### src/rtl/uart_rx_ctrl_if.sv
// Byte stream from the UART receive controller towards the bus/register slave.
// Latency: none (wires only).
// Backpressure: consumer deasserts m_ready; producer holds m_data/m_valid stable.
interface uart_rx_ctrl_if;
    logic [7:0] m_data;
    logic       m_valid;
    logic       m_ready;

    modport master (output m_data, output m_valid, input  m_ready);
    modport slave  (input  m_data, input  m_valid, output m_ready);
endinterface

### src/rtl/uart_rx_ctrl.sv
// UART receive controller: receiver enable/baud sequencing plus a FWFT byte FIFO.
// Latency: a byte edge at cycle N is on m_data at N+1; rx_val_set pulses at N+1.
// Backpressure: m_ready low holds bytes in the FIFO; a byte arriving when full is dropped and flags ovr.

// Generic first-word fall-through FIFO with flush and drop-on-full.
// Latency: a push at edge N is visible on pop_dat/pop_vld after that edge.
// Backpressure: full FIFO refuses a push unless a pop happens in the same cycle.
module uart_rx_fifo #(
    parameter int W     = 8,
    parameter int DEPTH = 4
) (
    input  logic                     clk,
    input  logic                     rstn,
    input  logic                     flush,
    input  logic                     push_vld,
    input  logic [W-1:0]             push_dat,
    input  logic                     pop_rdy,
    output logic                     pop_vld,
    output logic [W-1:0]             pop_dat,
    output logic [$clog2(DEPTH):0]   level,
    output logic                     drop
);
    localparam int AW = $clog2(DEPTH);
    localparam int LW = AW + 1;

    logic [W-1:0]  mem [DEPTH];
    logic [AW-1:0] wr_ptr;
    logic [AW-1:0] rd_ptr;
    logic [LW-1:0] cnt;
    logic          full;
    logic          empty;
    logic          push_fire;
    logic          pop_fire;

    assign full      = (cnt == LW'(DEPTH));
    assign empty     = (cnt == '0);
    // Pop only when something is held, so push+pop on empty degenerates to a push.
    assign pop_fire  = pop_rdy && !empty;
    // A full FIFO still accepts a byte when the head leaves in the same cycle.
    assign push_fire = push_vld && (!full || pop_fire);
    // Flush discards everything anyway, so a push racing it is not an overrun.
    assign drop      = push_vld && full && !pop_fire && !flush;

    assign pop_vld = !empty;
    // Empty FIFO presents zero rather than stale storage.
    assign pop_dat = empty ? '0 : mem[rd_ptr];
    assign level   = cnt;

    // Pointer and occupancy tracking; flush overrides any push or pop.
    always_ff @(posedge clk) begin
        if (!rstn) begin
            wr_ptr <= '0;
            rd_ptr <= '0;
            cnt    <= '0;
        end else if (flush) begin
            wr_ptr <= '0;
            rd_ptr <= '0;
            cnt    <= '0;
        end else begin
            if (push_fire) wr_ptr <= wr_ptr + 1'b1;
            if (pop_fire)  rd_ptr <= rd_ptr + 1'b1;
            case ({push_fire, pop_fire})
                2'b10:   cnt <= cnt + 1'b1;
                2'b01:   cnt <= cnt - 1'b1;
                default: cnt <= cnt;
            endcase
        end
    end

    // Storage write; contents need no reset because the output is masked when empty.
    always_ff @(posedge clk) begin
        if (rstn && !flush && push_fire) begin
            mem[wr_ptr] <= push_dat;
        end
    end
endmodule

// Receive controller top: owns rec_en/comp, acknowledges captured bytes, buffers them.
// Latency: byte on m_data one cycle after the rx_valid rising edge; rec_en follows state with one register.
// Backpressure: m_ready low stalls the FIFO; overflow drops the new byte and sets sticky ovr.
module uart_rx_ctrl #(
    parameter int          DEPTH    = 4,
    parameter logic [15:0] COMP_RST = 16'd434,
    parameter int          RECONF_C = 4
) (
    input  logic                   clk,
    input  logic                   rstn,
    input  logic                   cfg_en,
    input  logic                   cfg_wr,
    input  logic [15:0]            cfg_comp,
    input  logic                   flush,
    input  logic                   ovr_clr,
    uart_rx_ctrl_if.master         m_if,
    output logic [$clog2(DEPTH):0] level,
    output logic                   ovr,
    output logic                   cfg_busy,
    output logic                   rec_en,
    output logic [15:0]            comp,
    output logic                   rx_val_set,
    input  logic [7:0]             rx_data,
    input  logic                   rx_valid
);
    localparam int CW = (RECONF_C > 1) ? $clog2(RECONF_C) : 1;
    localparam logic [CW-1:0] CNT_LAST = CW'(RECONF_C - 1);

    typedef enum logic [1:0] {
        ST_OFF    = 2'd0,
        ST_RUN    = 2'd1,
        ST_RECONF = 2'd2
    } state_t;

    state_t        state_q;
    state_t        state_d;
    logic [CW-1:0] cnt_q;
    logic [CW-1:0] cnt_d;
    logic          rx_valid_q;
    logic          byte_evt;
    logic          fifo_drop;

    // State and reconfiguration counter registers.
    always_ff @(posedge clk) begin
        if (!rstn) begin
            state_q <= ST_OFF;
            cnt_q   <= '0;
        end else begin
            state_q <= state_d;
            cnt_q   <= cnt_d;
        end
    end

    // Next-state logic; a baud write beats the enable level in every state.
    always_comb begin
        state_d = state_q;
        cnt_d   = cnt_q;
        case (state_q)
            ST_OFF: begin
                if (cfg_wr) begin
                    state_d = ST_RECONF;
                    cnt_d   = '0;
                end else if (cfg_en) begin
                    state_d = ST_RUN;
                end
            end
            ST_RUN: begin
                if (cfg_wr) begin
                    state_d = ST_RECONF;
                    cnt_d   = '0;
                end else if (!cfg_en) begin
                    state_d = ST_OFF;
                end
            end
            ST_RECONF: begin
                if (cfg_wr) begin
                    // A fresh value restarts the quiet window in full.
                    cnt_d = '0;
                end else if (cnt_q == CNT_LAST) begin
                    state_d = cfg_en ? ST_RUN : ST_OFF;
                    cnt_d   = '0;
                end else begin
                    cnt_d = cnt_q + 1'b1;
                end
            end
            default: begin
                state_d = ST_OFF;
                cnt_d   = '0;
            end
        endcase
    end

    // Registered decode of the state so rec_en/cfg_busy are glitch-free to the receiver.
    always_ff @(posedge clk) begin
        if (!rstn) begin
            rec_en   <= 1'b0;
            cfg_busy <= 1'b0;
        end else begin
            rec_en   <= (state_d == ST_RUN);
            cfg_busy <= (state_d == ST_RECONF);
        end
    end

    // Baud compare value; loads on the same edge that drops rec_en, so the receiver never runs on a half-applied value.
    always_ff @(posedge clk) begin
        if (!rstn) begin
            comp <= COMP_RST;
        end else if (cfg_wr) begin
            comp <= (cfg_comp == 16'd0) ? 16'd1 : cfg_comp;
        end
    end

    // Only a rising edge of rx_valid counts, so a long valid pulse yields one byte.
    assign byte_evt = rx_valid && !rx_valid_q && (state_q == ST_RUN);

    // Edge detector history and one-cycle acknowledge back to the receiver.
    always_ff @(posedge clk) begin
        if (!rstn) begin
            rx_valid_q <= 1'b0;
            rx_val_set <= 1'b0;
        end else begin
            rx_valid_q <= rx_valid;
            rx_val_set <= byte_evt;
        end
    end

    uart_rx_fifo #(
        .W     (8),
        .DEPTH (DEPTH)
    ) u_fifo (
        .clk      (clk),
        .rstn     (rstn),
        .flush    (flush),
        .push_vld (byte_evt),
        .push_dat (rx_data),
        .pop_rdy  (m_if.m_ready),
        .pop_vld  (m_if.m_valid),
        .pop_dat  (m_if.m_data),
        .level    (level),
        .drop     (fifo_drop)
    );

    // Sticky overrun; a new drop beats a clear in the same cycle.
    always_ff @(posedge clk) begin
        if (!rstn) begin
            ovr <= 1'b0;
        end else if (fifo_drop) begin
            ovr <= 1'b1;
        end else if (ovr_clr) begin
            ovr <= 1'b0;
        end
    end
endmodule
### src/flat_wrapper.sv
// flat-port wrapper written by rule: the top's interface ports become plain ports
module uart_rx_ctrl_flat 
#(
    parameter int          DEPTH    = 4,
    parameter logic [15:0] COMP_RST = 16'd434,
    parameter int          RECONF_C = 4
)
  (clk, rstn, cfg_en, cfg_wr, cfg_comp, flush, ovr_clr, level, ovr, cfg_busy, rec_en, comp, rx_val_set, rx_data, rx_valid, m_if_m_data, m_if_m_valid, m_if_m_ready);
  uart_rx_ctrl_if m_if_i ();
  input  logic clk;
  input  logic rstn;
  input  logic cfg_en;
  input  logic cfg_wr;
  input  logic [15:0] cfg_comp;
  input  logic flush;
  input  logic ovr_clr;
  output logic [$clog2(DEPTH):0] level;
  output logic ovr;
  output logic cfg_busy;
  output logic rec_en;
  output logic [15:0] comp;
  output logic rx_val_set;
  input  logic [7:0] rx_data;
  input  logic rx_valid;
  output wire logic [$bits(m_if_i.m_data)-1:0] m_if_m_data;
  output wire logic [$bits(m_if_i.m_valid)-1:0] m_if_m_valid;
  input wire logic [$bits(m_if_i.m_ready)-1:0] m_if_m_ready;
  assign m_if_m_data = m_if_i.m_data;
  assign m_if_m_valid = m_if_i.m_valid;
  assign m_if_i.m_ready = m_if_m_ready;
  uart_rx_ctrl #(.DEPTH(DEPTH), .COMP_RST(COMP_RST), .RECONF_C(RECONF_C)) u_core (.clk(clk), .rstn(rstn), .cfg_en(cfg_en), .cfg_wr(cfg_wr), .cfg_comp(cfg_comp), .flush(flush), .ovr_clr(ovr_clr), .m_if(m_if_i), .level(level), .ovr(ovr), .cfg_busy(cfg_busy), .rec_en(rec_en), .comp(comp), .rx_val_set(rx_val_set), .rx_data(rx_data), .rx_valid(rx_valid));
endmodule
### config.mk
export PLATFORM = sky130hd
export DESIGN_NAME = uart_rx_ctrl_flat
export DESIGN_NICKNAME = d
export VERILOG_FILES = /design/src/rtl/uart_rx_ctrl_if.sv /design/src/rtl/uart_rx_ctrl.sv /design/src/flat_wrapper.sv
export SDC_FILE = /design/constraint.sdc
export NUM_CORES = 1
export LEC_CHECK = 0
export ABC_AREA = 1
export ABC_CLOCK_PERIOD_IN_PS = 1800
export BUFFER_PORTS_ARGS = -buffer_cell sky130_fd_sc_hd__buf_4
export CORE_MARGIN = 2
export CORE_UTILIZATION = 35
export CTS_CLUSTER_DIAMETER = 30
export DETAILED_ROUTE_END_ITERATION = 10
export SYNTH_ARGS = -nofsm -noshare
export SYNTH_HDL_FRONTEND = slang
export SYNTH_SLANG_ARGS = --single-unit
### constraint.sdc
create_clock -name clk -period 1.8 [get_ports clk]
set_input_delay 0.09 -clock clk [delete_from_list [all_inputs] [get_ports clk]]
set_output_delay 0.09 -clock clk [all_outputs]
set_load 0.1 [all_outputs]
==> flow_metrics.env <==
export IMPL_stdcell_count=469
export IMPL_clk_pin_slew_ns=0.07
export IMPL_synth_ff_type="dfxtp_1"
export IMPL_startpoint_type="register"
export IMPL_placed_cell_area_mm2=0.00338
export IMPL_synth_most_common_cell="nor2_1"
export IMPL_cp_end_kind="output pin"
export IMPL_avgSynthCellArea_um2=9.64
export IMPL_clk_latency_ns=0.34
export IMPL_clkPwrFrac_pct=35.7
export IMPL_cts_buffers=9
export IMPL_synthAdderAreaFrac_pct=3.12
export IMPL_drc_errors=0
export IMPL_grt_pass1_vias=2165
export IMPL_wl_per_cell_um=12.3
export IMPL_synthesis_area_mm2=0.00265
export IMPL_dp_cells=435
export IMPL_grt_pass1_wl_mm=9.64
export IMPL_muxShareOfSynthArea_pct=0
export IMPL_seq_power_share_pct=49.3
export IMPL_synth_compound_area_share_pct=12.7
export IMPL_fin_util_pct=52.1
export IMPL_ys_seq_area_share_pct=61.9
export IMPL_p_switching_mw=0.913
export IMPL_rows=31
export IMPL_power_density_mw_per_mm2=866
export IMPL_slowest_stage="o21ai_0"
export IMPL_grt_use_total_pct=14.7
export IMPL_r2r_setup_slack_ns=0.32
export IMPL_max_clock_freq_mhz=598
export IMPL_htree_levels=3
export IMPL_rr_startpoint="u_core.state_q[1]$_SDFF_PN0_"
export IMPL_grt_max_degree=25
export IMPL_overflow=0
export IMPL_cp_cell_sequence="buf_6, inv_4, o21ai_0, a21oi_4, buf_6"
export IMPL_first_pass_iters=4
export IMPL_grt_setup_unrepaired="no"
export IMPL_crit_end="m_if_m_data[0]"
export IMPL_nets=403
export IMPL_drv_cap=0
export IMPL_r2r_worst_path_cells=8
export IMPL_min_period_ns=1.67
export IMPL_n_antenna_cell=0
export IMPL_rr_endpoint="u_core.u_fifo.level[2]$_SDFFE_PP0P_"
export IMPL_coreArea_mm2=0.00729
export IMPL_run_status="finished, final reports clean"
export IMPL_cp_max_fo=17
export IMPL_hpwl_mm=3.92
export IMPL_max_stage_delay_ns=0.34
export IMPL_final_cell_area_mm2=0.00380
export IMPL_synth_top_area_share_pct=36.3
export IMPL_yosysWarningCount=0
export IMPL_crit_top_cell="buf_6"
export IMPL_drt_initial_drc_count=87
export IMPL_max_slew_margin_pct=72.6
export IMPL_via_count=2139
export IMPL_synth_edf_count=32
export IMPL_area_growth_pct=43.4
export IMPL_dieHeight_um=91.0
export IMPL_synth_top_family_by_area="simple AND/OR/NAND/NOR gates"
export IMPL_wl_mm=5.77
export IMPL_drv_slew=0
export IMPL_cts_tree="done"
export IMPL_root_buffer="clkbuf_8"
export IMPL_boundaryPins=64
export IMPL_post_route_period_util_pct=92.9
export IMPL_hold_worst_slack_ns=0.0200
export IMPL_initial_utilization_pct=36.3
export IMPL_netlist_instances=275
export IMPL_crit_type="reg2out"
export IMPL_vias_per_cell=4.56
export IMPL_die_w_um=91.0
export IMPL_gp_congestion=0.787
export IMPL_hold_class="in2reg"
export IMPL_comb_power_share_pct=14.9
export IMPL_hold_viol=0
export IMPL_drive_gt1_share_pct=29.7
export IMPL_ys_async_sr_fraction_pct=0
export IMPL_antenna_found_initial=0
export IMPL_antenna_left=0
export IMPL_setup_viol=0
export IMPL_clock_sinks=66
export IMPL_cp_required_ns=1.71
export IMPL_yosysUniqueCellTypes=22
export IMPL_tightest_slew_ns=0.411
export IMPL_synth_xor_area_share_pct=0
export IMPL_worstPathArrival_ns=1.58
export IMPL_synth_top_cells_by_count="nor2_1, dfxtp_1, o21ai_0, edfxtp_1"
export IMPL_synth_simple_gate_area_share_pct=16.3
export IMPL_dieArea_mm2=0.00828
export IMPL_port_buffer_count=63
export IMPL_cts_buffer_depth=2
export IMPL_fin_skew_ns=0.00804
export IMPL_irDropWorstVdd_mv=0.534
export IMPL_syn_nets=313
export IMPL_synth_area_leader_cell="edfxtp_1"
export IMPL_p_leak_nw=1.54
export IMPL_p_int_mw=2.38
export IMPL_ys_seq_elements=66
export IMPL_swShare_pct=27.7
export IMPL_finalPower_mw=3.29
export IMPL_netlist_top_cells_area="edfxtp_1, dfxtp_1, nor2_1"
how the worst min path moves through the flow:
stage	start	end	slack, ns	cells after the start
6_report	cfg_comp[12]	u_core.comp[12]$_SDFFE_PN0P_	0.02	3
5_1_grt	cfg_comp[14]	u_core.comp[14]$_SDFFE_PN0P_	0.02	3
4_1_cts	cfg_comp[12]	u_core.comp[12]$_SDFFE_PN0P_	0.003	3
3_5_place_dp	ovr_clr	u_core.ovr$_SDFFE_PN0P_	0.30	2
3_3_place_gp	ovr_clr	u_core.ovr$_SDFFE_PN0P_	0.28	2
2_1_floorplan	rx_valid	u_core.rx_valid_q$_SDFF_PN0_	0.18	2
cell families after synthesis:
logic type                 after synthesis
buffers and inverters                   38
adders and majority gates                6
AOI/OAI and AO/OA                       66
and+or+nand+nor                         99
DFF                                     66
per-stage QoR:
step	setup TNS [ns]	setup WS [ns]
2_1_floorplan	-0.840	-0.105
3_3_place_gp	0	0.333
3_5_place_dp	0	0.309
4_1_cts	0	0.00711
5_1_grt	0	0.0308
6_report	0	0.127
power groups by stage:
| stage | sequential, mW | combinational, mW | clock [mW] |
|---|---|---|---|
| 3_3_place_gp | 1.66 | 0.453 | 0 |
| 5_1_grt | 1.63 | 0.521 | 1.27 |
| 6_report | 1.62 | 0.491 | 1.18 |
| 4_1_cts | 1.62 | 0.489 | 1.21 |
| 3_5_place_dp | 1.66 | 0.456 | 0 |
| 2_1_floorplan | 1.86 | 0.118 | 0 |
area by class of cell:
cell class / count / area, um^2
Tap cell: 99 / 124
Inverter: 29 / 118
Clock buffer: 10 / 128
Fill cell: 679 / 3490
Clock inverter: 6 / 57.6
Multi-Input combinational cell: 171 / 968
Timing Repair Buffer: 88 / 753
Sequential cell: 66 / 1650
per-layer routing:
layer | up-vias | share of wire (%) | GRT usage, %
li1 | 1107 | - | -
met1 | 959 | 47 | 17.8
met2 | 65 | 46 | 23.9
met3 | 8 | 5.7 | 4.40
met4 | 0 | 1.4 | 7.45
met5 | - | 0 | 0
state kept, by name, indices dropped and copies added (netlist names), 2 cells and up, named ones only:
| signal | count |
|---|---|
| u_core.u_fifo.wr_ptr | 2 |
| u_core.u_fifo.rd_ptr | 2 |
| u_core.u_fifo.level | 3 |
| u_core.u_fifo.mem | 32 |
| u_core.cnt_q | 2 |
| u_core.state_q | 2 |
| u_core.comp | 16 |
critical path: cells and delay by family, from the launching register on:
kind / cells / cell delay (ns)
AO/OA/AOI/OAI: 2 / 0.44
buffers and inverters: 3 / 0.46
flip-flops: 1 / 0.33
what timing repair did:
item                                   4_1_cts  5_1_grt
endpoints found under the hold margin       41        0
buffers inserted                             1        0
setup endpoints to repair                    8        8
gates resized for setup                      2       18
hold buffers                                17        0
layout by cell type (no fill, tap or decap), types with 3 or more instances in the layout:
| cell | synthesis | layout |
|---|---|---|
| a211oi_1 | 3 | 3 |
| a21oi_1 | 28 | 20 |
| a21oi_4 | 0 | 8 |
| buf_4 | 2 | 61 |
| buf_6 | 0 | 8 |
| clkbuf_8 | 0 | 9 |
| clkinv_2 | 0 | 4 |
| dfxtp_1 | 34 | 31 |
| dfxtp_4 | 0 | 3 |
| dlygate4sd3_1 | 0 | 17 |
| edfxtp_1 | 32 | 32 |
| ha_1 | 5 | 5 |
| inv_1 | 28 | 26 |
| nand2_1 | 21 | 21 |
| nand2_2 | 4 | 3 |
| nand3_1 | 11 | 11 |
| nor2_1 | 55 | 54 |
| nor2_4 | 2 | 3 |
| o21ai_0 | 34 | 27 |
| o21ai_1 | 1 | 7 |
(Power assumes the default switching activity.)
